## config.mk

```make
export PLATFORM = sky130hd
export DESIGN_NAME = line_edit_buffer
export DESIGN_NICKNAME = d
export VERILOG_FILES = /design/src/rtl/line_edit_buffer.sv
export SDC_FILE = /design/constraint.sdc
export NUM_CORES = 1
export LEC_CHECK = 0
export CAP_MARGIN = 20
export CORE_ASPECT_RATIO = 0.7
export CORE_MARGIN = 2
export CORE_UTILIZATION = 30
export DETAILED_ROUTE_END_ITERATION = 6
export GPL_TIMING_DRIVEN = 0
export REMOVE_ABC_BUFFERS = 1
export SKIP_LAST_GASP = 1
export SLEW_MARGIN = 20
export SYNTH_ARGS = -nofsm -noshare
export SYNTH_HDL_FRONTEND = slang
export SYNTH_SLANG_ARGS = --single-unit
export TNS_END_PERCENT = 30
```

## constraint.sdc

```tcl
create_clock -name clk -period 13.3 [get_ports clk]
set_input_delay 1.33 -clock clk [delete_from_list [all_inputs] [get_ports clk]]
set_output_delay 1.33 -clock clk [all_outputs]
set_load 0.005 [all_outputs]
```

## src/rtl/line_edit_buffer.sv

```systemverilog
// line_edit_buffer: one editable text line with cursor, insert and delete by
// shifting, random-access display read port and a valid/ready flush stream.
// Optional feature: define LINE_EDIT_BUFFER_DROP_CNT_EN to build the
// saturating dropped-event counter; otherwise drop_cnt is tied to zero.
module line_edit_buffer #(
    parameter int LEN = 32,
    parameter int AW  = 5
) (
    input  logic          clk,
    input  logic          rst_n,
    input  logic [7:0]    char_in,
    input  logic          char_valid,
    input  logic          left_cursor,
    input  logic          right_cursor,
    input  logic          Delete,
    input  logic          Enter,
    input  logic [AW-1:0] rd_addr,
    output logic [7:0]    rd_data,
    output logic [AW:0]   cursor_pos,
    output logic [AW:0]   line_len,
    output logic          busy,
    output logic          full,
    output logic          out_valid,
    output logic [7:0]    out_data,
    output logic          out_last,
    input  logic          out_ready,
    output logic [7:0]    drop_cnt
);
    typedef enum logic [1:0] {IDLE, INS_SHIFT, DEL_SHIFT, FLUSH} state_t;

    localparam logic [AW:0] LEN_W    = (AW+1)'(LEN);
    localparam logic [AW:0] ONE_W    = (AW+1)'(1);
    localparam logic [7:0]  CH_SPACE = 8'h20;
    localparam logic [7:0]  CH_CR    = 8'h0D;

    state_t        state, state_next;
    logic [7:0]    mem [LEN];
    logic [AW:0]   idx;
    logic [7:0]    ins_char;

    logic          ev_char;
    logic          take_flush, take_delete, take_left, take_right, take_char;
    logic          del_last;
    logic [AW-1:0] idx_lo, idx_dn, idx_up, flush_next_lo;
    logic [AW:0]   flush_next;
    logic          mem_we;
    logic [AW-1:0] mem_waddr;
    logic [7:0]    mem_wdata;

    // Only printable, non-space characters count as typed input
    assign ev_char = char_valid && (char_in >= 8'h21) && (char_in <= 8'h7E);

    // Fixed priority among simultaneous strobes: Enter, Delete, left, right, char
    assign take_flush  = Enter;
    assign take_delete = !Enter && Delete;
    assign take_left   = !Enter && !Delete && left_cursor;
    assign take_right  = !Enter && !Delete && !left_cursor && right_cursor;
    assign take_char   = !Enter && !Delete && !left_cursor && !right_cursor && ev_char;

    assign full          = (line_len == LEN_W);
    assign busy          = (state != IDLE);
    assign idx_lo        = idx[AW-1:0];
    assign idx_dn        = idx_lo - AW'(1);
    assign idx_up        = idx_lo + AW'(1);
    // The last delete move is the one that fills slot line_len-2
    assign del_last      = ({1'b0, idx} + (AW+2)'(2)) >= {1'b0, line_len};
    assign flush_next    = idx + ONE_W;
    assign flush_next_lo = flush_next[AW-1:0];

    // State register
    always_ff @(posedge clk or negedge rst_n) begin
        if (!rst_n) state <= IDLE;
        else        state <= state_next;
    end

    // Next-state decode and the single memory write port used by both shifts
    always_comb begin
        state_next = state;
        mem_we     = 1'b0;
        mem_waddr  = '0;
        mem_wdata  = '0;
        case (state)
            IDLE: begin
                if (take_flush)
                    state_next = FLUSH;
                else if (take_delete && (cursor_pos != line_len))
                    state_next = DEL_SHIFT;
                else if (take_right && (cursor_pos == line_len) && !full)
                    state_next = INS_SHIFT;
                else if (take_char && !full)
                    state_next = INS_SHIFT;
            end
            INS_SHIFT: begin
                mem_we    = 1'b1;
                mem_waddr = idx_lo;
                if (idx == cursor_pos) begin
                    mem_wdata  = ins_char;
                    state_next = IDLE;
                end else begin
                    mem_wdata = mem[idx_dn];
                end
            end
            DEL_SHIFT: begin
                mem_we    = 1'b1;
                mem_waddr = idx_lo;
                mem_wdata = mem[idx_up];
                if (del_last) state_next = IDLE;
            end
            FLUSH: begin
                if (out_valid && out_ready && out_last) state_next = IDLE;
            end
            default: state_next = IDLE;
        endcase
    end

    // Line storage; contents beyond line_len are don't-care so no reset
    always_ff @(posedge clk) begin
        if (mem_we) mem[mem_waddr] <= mem_wdata;
    end

    // Display read port, registered with one cycle of latency
    always_ff @(posedge clk or negedge rst_n) begin
        if (!rst_n) rd_data <= '0;
        else        rd_data <= mem[rd_addr];
    end

    // Cursor, length, shift index and flush stream registers
    always_ff @(posedge clk or negedge rst_n) begin
        if (!rst_n) begin
            cursor_pos <= '0;
            line_len   <= '0;
            idx        <= '0;
            ins_char   <= '0;
            out_valid  <= 1'b0;
            out_data   <= '0;
            out_last   <= 1'b0;
        end else begin
            case (state)
                IDLE: begin
                    if (take_flush) begin
                        idx       <= '0;
                        out_valid <= 1'b1;
                        if (line_len == '0) begin
                            out_data <= CH_CR;
                            out_last <= 1'b1;
                        end else begin
                            out_data <= mem[0];
                            out_last <= 1'b0;
                        end
                    end else if (take_delete) begin
                        idx <= cursor_pos;
                    end else if (take_left) begin
                        if (cursor_pos != '0) cursor_pos <= cursor_pos - ONE_W;
                    end else if (take_right) begin
                        if (cursor_pos < line_len) begin
                            cursor_pos <= cursor_pos + ONE_W;
                        end else begin
                            idx      <= line_len;
                            ins_char <= CH_SPACE;
                        end
                    end else if (take_char) begin
                        idx      <= line_len;
                        ins_char <= char_in;
                    end
                end
                INS_SHIFT: begin
                    if (idx == cursor_pos) begin
                        cursor_pos <= cursor_pos + ONE_W;
                        line_len   <= line_len + ONE_W;
                    end else begin
                        idx <= idx - ONE_W;
                    end
                end
                DEL_SHIFT: begin
                    if (del_last) line_len <= line_len - ONE_W;
                    else          idx      <= idx + ONE_W;
                end
                FLUSH: begin
                    if (out_valid && out_ready) begin
                        if (out_last) begin
                            out_valid  <= 1'b0;
                            out_last   <= 1'b0;
                            line_len   <= '0;
                            cursor_pos <= '0;
                        end else begin
                            idx <= flush_next;
                            if (flush_next == line_len) begin
                                out_data <= CH_CR;
                                out_last <= 1'b1;
                            end else begin
                                out_data <= mem[flush_next_lo];
                            end
                        end
                    end
                end
                default: ;
            endcase
        end
    end

`ifdef LINE_EDIT_BUFFER_DROP_CNT_EN
    logic [2:0] ev_count;
    logic [3:0] drop_inc;
    logic [8:0] drop_sum;
    logic [7:0] drop_q;

    assign ev_count = 3'(Enter) + 3'(Delete) + 3'(left_cursor) + 3'(right_cursor) + 3'(ev_char);
    assign drop_sum = {5'b0, drop_inc} + {1'b0, drop_q};
    assign drop_cnt = drop_q;

    // Drops this cycle: everything while busy, else all but the taken event plus taken no-ops
    always_comb begin
        drop_inc = {1'b0, ev_count};
        if (state == IDLE) begin
            if (ev_count != 3'd0)                                drop_inc = drop_inc - 4'd1;
            if (take_right && (cursor_pos == line_len) && full)  drop_inc = drop_inc + 4'd1;
            if (take_char && full)                               drop_inc = drop_inc + 4'd1;
        end
    end

    // Saturating drop counter, cleared only by reset
    always_ff @(posedge clk or negedge rst_n) begin
        if (!rst_n)           drop_q <= '0;
        else if (drop_sum[8]) drop_q <= 8'hFF;
        else                  drop_q <= drop_sum[7:0];
    end
`else
    assign drop_cnt = '0;
`endif

endmodule
```

### Word level (Yosys, flattened, before mapping)

Memory sizes are Yosys's and may differ from the RTL's. A register that Yosys moved wholly into a read port is not among the register bits.
Index checks and enable logic that the tools add are counted.

* bitwise logic cells: 3
* reductions and logical operators: 38
* $add $sub $neg: 9
* mux-type cells: 57
* equality and inequality tests: 27
* magnitude comparators: 4

Operators by type and width (number)
* 2-to-1 mux 6 bit: 21
* 2-to-1 mux 8 bit: 9
* case mux 6 bit (3 select lines): 2
* case mux 8 bit (2 select lines): 2
* != test 2 bit (second input constant): 12
* case mux 6 bit (4 select lines): 1
* adder 6 x 1 -> 6 bit (second input constant): 3
* equality test 6 bit: 3
* subtractor 6 x 1 -> 6 bit (second input constant): 3
* logical AND 1 bit: 15
* != test 5 bit (second input constant): 3
* 2-to-1 mux 2 bit: 7
* AND reduction 4 bit: 3
* 2-to-1 mux 1 bit: 11
* != test 3 bit (second input constant): 3
* AND reduction 9 bit: 1
* greater-or-equal comparator 8 x 6 -> 1 bit (second input constant): 1
* less-or-equal comparator 8 x 7 -> 1 bit (second input constant): 1
* case mux 2 bit (4 select lines): 1
* adder 6 x 2 -> 7 bit (second input constant): 1
* greater-or-equal comparator 7 x 6 -> 1 bit: 1
* AND reduction 7 bit: 1
* equality test 6 bit (second input constant): 1
* zero test 1 bit: 6
* 19 further kinds: 26

* register bits after elaboration: 38
* output and inout bits: 40
* memories: 1
* bits in writable memories: 256
* input port bits: 21

Memory list
* mem: depth 32, bits a word 8, read ports 5, clocked after memory_dff 1, write ports 1, RTL line 37 `logic [7:0] mem [LEN];`

### Depth between registers and ports, before layout

Gate-level depths: netlist (run 1).

* depth in word-level cells: 11
* gate-level depth with buffers: 15
* gate-level depth less buffers: 9

### Least setup slack after synthesis (run 1)

OpenSTA, ideal clock, no wires.

* path kind: register to register
* start: register idx[0]
* end: memory mem[0][7], data pin
* data arrival time: 4.085 ns
* cell stages (with the launch flop): 14
* buffers on the path: 8
* library setup time: 0.467 ns
* path slack: 8.748 ns
* cells stage by stage: dfrtp_1 -> buf_2 -> buf_6 -> inv_2 -> buf_2 -> ha_1 -> buf_2 -> buf_6 -> buf_2 -> buf_4 -> buf_2 -> nor4_1 -> or4_1 -> o31ai_1

* word-level cells in the longest chain between the ends: 4

Ends and longest elaborated chain
* start, declared: RTL line 38 `logic [AW:0] idx;`
* start signal, assigned: RTL line 151 `idx <= cursor_pos;`
* start signal, assigned: RTL line 158 `idx <= line_len;`
* start signal, assigned: RTL line 162 `idx <= line_len;`
* subtractor 5 x 1 -> 5 bit: RTL line 63 `assign idx_dn = idx_lo - AW'(1);`
* memory (32 x 8 bit)
* 2-to-1 mux 8 bit: RTL line 96 `if (idx == cursor_pos) begin`
* case mux 8 bit (2 select lines) (*): RTL line 82 `case (state)`
* net mem_wdata[7]: RTL line 48 `logic [7:0] mem_wdata;`
* end, declared: RTL line 37

The timed path passes the listed nets; every way through them passes the cells marked *.

### Worst setup path in the final report (run 1)

* start: register idx[0]
* end: memory mem[18][3], data pin

The elaborated chain is that of the path after synthesis.

==> results of run 1 <==
## per-stage QoR
| stage | worst slack, ps | area (um2) |
|---|---|---|
| floorplan | 4380 | 17300 |
| global placement | -1660 | 18800 |
| detailed placement | 7990 | 19600 |
| CTS | 7980 | 20600 |
| global route | 7880 | 20600 |
| finish | 8140 | 20600 |
## state kept, by name, indices dropped and copies added (netlist names), 2 cells and up
| signal | cells |
|---|---|
| line_len | 6 |
| out_data | 8 |
| state | 2 |
| idx | 6 |
| rd_data | 8 |
| mem | 256 |
| cursor_pos | 6 |
| ins_char | 8 |
## worst min-delay path by stage
| stage | slack [ps] | endpoint | cells past startpoint | from |
|---|---|---|---|---|
| 2_1_floorplan | 440 | ins_char[7]$_DFFE_PN0P_ | 1 | ins_char[7]$_DFFE_PN0P_ |
| 3_3_place_gp | 480 | ins_char[4]$_DFFE_PN0P_ | 2 | ins_char[4]$_DFFE_PN0P_ |
| 4_1_cts | 500 | ins_char[7]$_DFFE_PN0P_ | 1 | ins_char[7]$_DFFE_PN0P_ |
| 6_report | 500 | out_data[4]$_DFFE_PN0P_ | 1 | out_data[4]$_DFFE_PN0P_ |
| 5_1_grt | 520 | out_data[4]$_DFFE_PN0P_ | 1 | out_data[4]$_DFFE_PN0P_ |
| 3_5_place_dp | 480 | ins_char[7]$_DFFE_PN0P_ | 1 | ins_char[7]$_DFFE_PN0P_ |
## synth_stat cells (all sizes together) (15+ instances only)
master / number
a21oi: 20
xnor2: 15
mux4: 158
nor2: 74
mux2i: 95
inv: 22
nor3: 22
buf: 72
nand2: 144
nand3: 41
edfxtp: 256
xor2: 17
mux2: 29
ha: 28
clkbuf: 27
o21ai: 23
a31oi: 18
dfrtp: 46
## layout make-up
cell class              instances  share of cell area (%)
well taps                     798                    4.85
clock inverters                15                   0.887
flip-flops and latches        302                    42.9
repair buffers                 85                    5.39
clock buffers                  39                    3.90
multi-input cells             848                    41.6
inverters                      22                   0.401
## cells by family after synthesis
| family | share of synthesized area [%] |
|---|---|
| and+or+nand+nor | 8.83 |
| muxes | 27.4 |
| adders and majority gates | 2.07 |
| DFF | 49.5 |
| AOI/OAI and AO/OA | 6.53 |
| xor gates and xnor gates | 1.91 |
| buffers and inverters | 3.74 |
| other | 0.0210 |
## report_power, final
group          internal, mW  leakage (nW)  switching [mW]
Combinational          1.10          3.55            1.53
Clock                 0.486         0.472           0.390
Sequential             1.32          2.91           0.177
Total                  2.90          6.94            2.10
## layer usage
metal  wire length (um)  vias to the layer above  share of wire [%]
li1                   -                     5086                  -
met1              23400                     6295                 41
met2              23300                      851                 41
met3               8800                      103                 15
met4               1340                        4                2.4
met5                196                        -               0.34
==> results.md, run 1 <==
- Power density cells: approximately 240 mW/mm2
- Slowest stage cell on the critical path: a2111o_1
- Dpl cells: 2054
- Setup TNS: 0 ps
- Critical path endpoint: mem[18][3]$_DFFE_PP_
- Register area share after synthesis: 49.5%
- Run status: finished, final reports clean
- Port bufs: 52
- Critical path depth: 9
- Nets@finish: roughly 1300
- Final Power: between 5 and 6 mW
- First drt pass iteration count: 6
- Vias in the first global route: 12200
- Unrepaired setup endpoints after global routing: no
- Critical Path, Cell by Cell: buf_16, inv_2, ha_4, xor2_4, buf_8, buf_16, mux4_2, a2111oi_0, a2111o_1
- Asr flop ratio synth: 15.2%
- Layout cells sized above 1: between 20% and 30%
- Max Transition Viols Final: 0
- Area of the multi-input gates: roughly 0.0086 mm2
- Setup crit start: idx[0]$_DFFE_PN0P_
- Largest net degree at the start of global routing: 47
- Worst EP arrival: ~5400 ps
- Filler-free cell count of the finished design: ~2100
- Die Span X: approximately 300 um
- Max Fclk: just under 0.2 GHz
- Worst r2r path cells: 9
- CP Launch Type: flop
- Met3 Usage GRT: 8.75%
- Num CTS Buffers: 29
- Iter 0 DRT Violations: 1499
- Cell count after synthesis: approximately 1300
- DRC: 0
- Clock root buffer master: clkbuf_16
- Global Route Usage Sum: roughly 18%
- Most common cell after layout, fill and taps aside: edfxtp_1
- Synthesis-stage register bit count: between 300 and 400
- Avg Cell Area, Syn: 14.1 um2
- Die Y: 208 um
- Layout Skew: between 15 and 20 ps
- Vias per cell: 5.85
- Post-CTS Resized: 0
- Drt total wl: about 57000 um
- Worst reg2reg setup slack: 8140 ps
- Critical Path RT: about 14000 ps
- Area of the mapped netlist: between 0.015 and 0.02 mm2
- RR Startpoint: idx[0]$_DFFE_PN0P_
- Ant diodes: 0
- Worst path bufs/invs: 4
- Core area: between 0.05 and 0.06 mm2
- Congestion Overflow GR: 0
- Clock-pin transition on the worst setup and hold timing paths: 70 ps
- Min-delay worst type: flop to flop
- GRT busiest layer: met1
- WHS: ~500 ps
- Antenna violations before repair: 1
- Post-synth EDFFs: 256
- Reg2reg end: mem[18][3]$_DFFE_PP_
- H-tree levels: 1
- Max_cap viols: 0
- Maximum VDD drop: approximately 0.20 mV
- Synth Warn #: 0
- Final Hold Vio Count: 0
- Post-cts hold buffer count: 0
- IO Pins: 61
- # clock sinks: approximately 300
- Most area-consuming cells after synthesis: edfxtp_1 43%, mux4_2 18%, dfrtp_1 6.4%
- Routability cong.: between 0.8 and 0.9
- DRT antenna net count: 0
- CTS max path bufs: 3
- Total number of vias: about 12000
- Setup repair bufs after CTS: 0
- Crit-path most repeated cell: buf_16
- Average wire per standard cell: about 27 um
- First-pass GRT wire length: 83400 um
- Synthesis-to-finish area growth: 15.3%
- Max Fanout on Critical Path: 39
- Top cell type's share of synthesized area: between 40 and 50%
- Delay-heaviest family, CP: compound AO/OA/AOI/OAI gates
- Slew @ Worst Pin: about 1200 ps
- Unique masters post-synth: 87
- Met2 global-route usage: 24.9%
- Rel. slew slack: 22.1%
- CP endpoint kind: flop
- Storage element area: 0.00884 mm2
- Worst-Skew Late Latency: approximately 610 ps
- Met1 Use GR: about a quarter
- DP HPWL: 39600 um
- CP max stage delay: between 800 and 900 ps
- Die Area: 0.0615 mm2
- Rows: between 70 and 80
- # fillers: 5581
- Static leakage: 6.94 nW
- Fin crit share: 38.8%
- Core Util, Final: a little over a third
- Type of the worst setup path: flop to flop
- Final Critical Period: between 5000 and 6000 ps
- Ys flop type: edfxtp_1
- Setup-failing EPs final: 0
- CTS tree: done
- Commonest cells after routing, fill and taps aside: 256 x edfxtp_1, 146 x mux4_2, 143 x nand2_1
- Starting Density: 30.5%
- Area leader, netlist: edfxtp_1
(Power assumes the default switching activity.)
==> run 2, diff against run 1 <==
==> constraint.sdc (replaced) <==
create_clock -name clk -period 5.05 [get_ports clk]
set_input_delay 0.505 -clock clk [delete_from_list [all_inputs] [get_ports clk]]
set_output_delay 0.505 -clock clk [all_outputs]
set_load 0.005 [all_outputs]
==> run 2 against run 1 <==
Against the previous run:
- the flow now finishes with violations (DRC)
- sequential power increased to 2.6 times the previous value
- sequential cell count unchanged
- setup slack got worse by 8100 ps
- combinational power increased to 2.7 times the previous value
- critical path type unchanged
- largest power group unchanged
==> results.md, run 2 (same netlist as run 1, synthesis figures left out) <==
- Run status: finished with violations (was finished, final reports clean)
- Failing checks: DRC
- Max Fanout on Critical Path: 39 (unchanged)
- Max Transition Viols Final: 0 (unchanged)
- Min-delay worst type: primary input to asynchronous set/reset pin (was flop to flop)
- Largest Register: mem (unchanged)
- Iter 0 DRT Violations: 1643 (was 1499)
- First drt pass iteration count: 7 (was 6)
- H-tree levels: 1 (unchanged)
- Starting Density: 30.5% (unchanged)
- DRT antenna net count: 0 (unchanged)
- RR Startpoint: idx[0]$_DFFE_PN0P_ (unchanged)
- Congestion Overflow GR: 0 (unchanged)
- Critical Path RT: 5270 ps (was 13570 ps)
- Fin crit share: 99.0% (was 38.8%)
- Final setup margin: 49.7 ps (was 8140 ps)
- Reg2reg end: mem[21][6]$_DFFE_PP_ (was mem[18][3]$_DFFE_PP_)
- Critical path endpoint: mem[21][6]$_DFFE_PP_ (was mem[18][3]$_DFFE_PP_)
- DP HPWL: 39600 um (unchanged)
- Worst r2r path cells: 8 (was 9)
- Average wire per standard cell: 27.1 um (about the same)
- Port bufs: 52 (unchanged)
- Vias in the first global route: 12200 (about the same)
- Core area: 0.0586 mm2 (unchanged)
- Die Area: 0.0615 mm2 (unchanged)
- Setup-failing EPs final: 0 (unchanged)
- Largest net degree at the start of global routing: 47 (unchanged)
- Drt total wl: 57300 um (was 57100 um)
- Nets@finish: 1341 (was 1338)
- CP endpoint kind: flop (unchanged)
- Setup crit start: idx[0]$_DFFE_PN0P_ (unchanged)
- Rows: 74 (unchanged)
- DRC: 21 (was 0)
- Max_cap viols: 0 (unchanged)
- Worst-Skew Late Latency: 620 ps (was 610 ps)
- Total number of vias: 12400 (was 12300)
- Clock-pin transition on the worst setup and hold timing paths: 70 ps (about the same)
- IO Pins: 61 (unchanged)
- Rel. slew slack: 19.8% (was 22.1%)
- Static leakage: 6.96 nW (was 6.94 nW)
- Antenna violations before repair: 1 (unchanged)
- Max FFs per register: 256 (unchanged)
- Global Route Usage Sum: 18.4% (was 18.3%)
- Worst EP arrival: 5220 ps (was 5430 ps)
- Type of the worst setup path: flop to flop (unchanged)
- Clock root buffer master: clkbuf_16 (unchanged)
- Layout Skew: 22.2 ps (was 19.4 ps)
- Layout cells sized above 1: 24.7% (was 24.6%)
- Commonest cells after routing, fill and taps aside: 256 x edfxtp_1, 146 x mux4_2, 143 x nand2_1 (unchanged)
- Die Y: 208 um (unchanged)
- Worst reg2reg setup slack: 50 ps (was 8140 ps)
- Final Critical Period: 5000 ps (was 5160 ps)
- CTS max path bufs: 3 (unchanged)
- Vias per cell: 5.85 (about the same)
- Most common cell after layout, fill and taps aside: edfxtp_1 (unchanged)
- CP Launch Type: flop (unchanged)
- Place WS: -257 ps (was 7990 ps)
- Die Span X: 296 um (unchanged)
- # clock sinks: 302 (unchanged)
- CTS tree: done (unchanged)
- Max Fclk: 0.200 GHz (was 0.194 GHz)
- Power density cells: 642 mW/mm2 (was 243 mW/mm2)
- Final Power: 13.2 mW (was 5.00 mW)
- Synthesis-to-finish area growth: 15.5% (was 15.3%)
- Unrepaired setup endpoints after global routing: yes (was no)
- Final Cell Area: 0.0206 mm2 (about the same)
- Num CTS Buffers: 29 (unchanged)
- WHS: 344 ps (was 499 ps)
- First-pass GRT wire length: 83700 um (was 83400 um)
- Routability cong.: 0.898 (unchanged)
- Final Hold Vio Count: 0 (unchanged)
- Placed cell areas: 0.0196 mm2 (unchanged)
- Ant diodes: 0 (unchanged)
- Maximum VDD drop: 0.574 mV (was 0.199 mV)
- Slew @ Worst Pin: 1200 ps (was 1160 ps)
[run 2: worst min path at each step]
| stage | slack, ps | start | to | cells after the start |
|---|---|---|---|---|
| final | 340 | rst_n | rd_data[2]$_DFF_PN0_ | 2 |
| after global placement | 480 | ins_char[4]$_DFFE_PN0P_ | ins_char[4]$_DFFE_PN0P_ | 2 |
| after floorplan | 210 | rst_n | cursor_pos[0]$_DFFE_PN0P_ | 0 |
| after CTS | 340 | rst_n | rd_data[2]$_DFF_PN0_ | 2 |
| after detailed placement | 420 | rst_n | cursor_pos[2]$_DFFE_PN0P_ | 1 |
| after global routing | 370 | rst_n | cursor_pos[2]$_DFFE_PN0P_ | 2 |
[run 2: worst max-delay path: stages, from the launching register on]
cell and delay, ps:
dfrtp_4 640, buf_16 270, inv_2 570, ha_4 410, inv_2 620, mux4_2 590, mux2i_1 170, a2111oi_0 210
or4b_2 1050
[run 2: cell type report]
cell class / instances / area, um2
Clock buffer: 39 / 803
Clock inverter: 15 / 183
Fill cell: 5579 / 38000
Inverter: 22 / 82.6
Multi-Input combinational cell: 848 / 8570
Sequential cell: 302 / 8840
Tap cell: 798 / 998
Timing Repair Buffer: 88 / 1140
[run 2: metrics by stage]
stage	instances	TNS (ps)	utilization, %
detailed placement	2054	-25800	33.4
CTS	2110	-1870	35.1
finish	2112	0	35.2
global route	2112	-4950	35.2
global placement	2022	-3132370	32.1
floorplan	1172	-957580	-
[run 2: what timing repair did]
action                                 4_1_cts  5_1_grt
setup buffers                                1        1
setup endpoints to repair                  159      112
hold buffers                                 1        0
endpoints found under the hold margin       16        0
pin swaps                                    1        1
gates resized for setup                      2        1
[run 2: report_power, final]
| group | switching, mW | internal [mW] | total [mW] |
|---|---|---|---|
| sequential | 0.471 | 3.47 | 3.95 |
| combinational | 4.07 | 2.91 | 6.98 |
| clock | 1.04 | 1.28 | 2.32 |
| total | 5.58 | 7.67 | 13.2 |
[run 2: routing by layer]
metal	track usage [%]	wire length, um	vias up
met5	3.38	284	-
met4	3.80	1240	4
met3	8.63	8790	110
met2	25.0	23400	850
met1	26.3	23600	6285
li1	-	-	5102
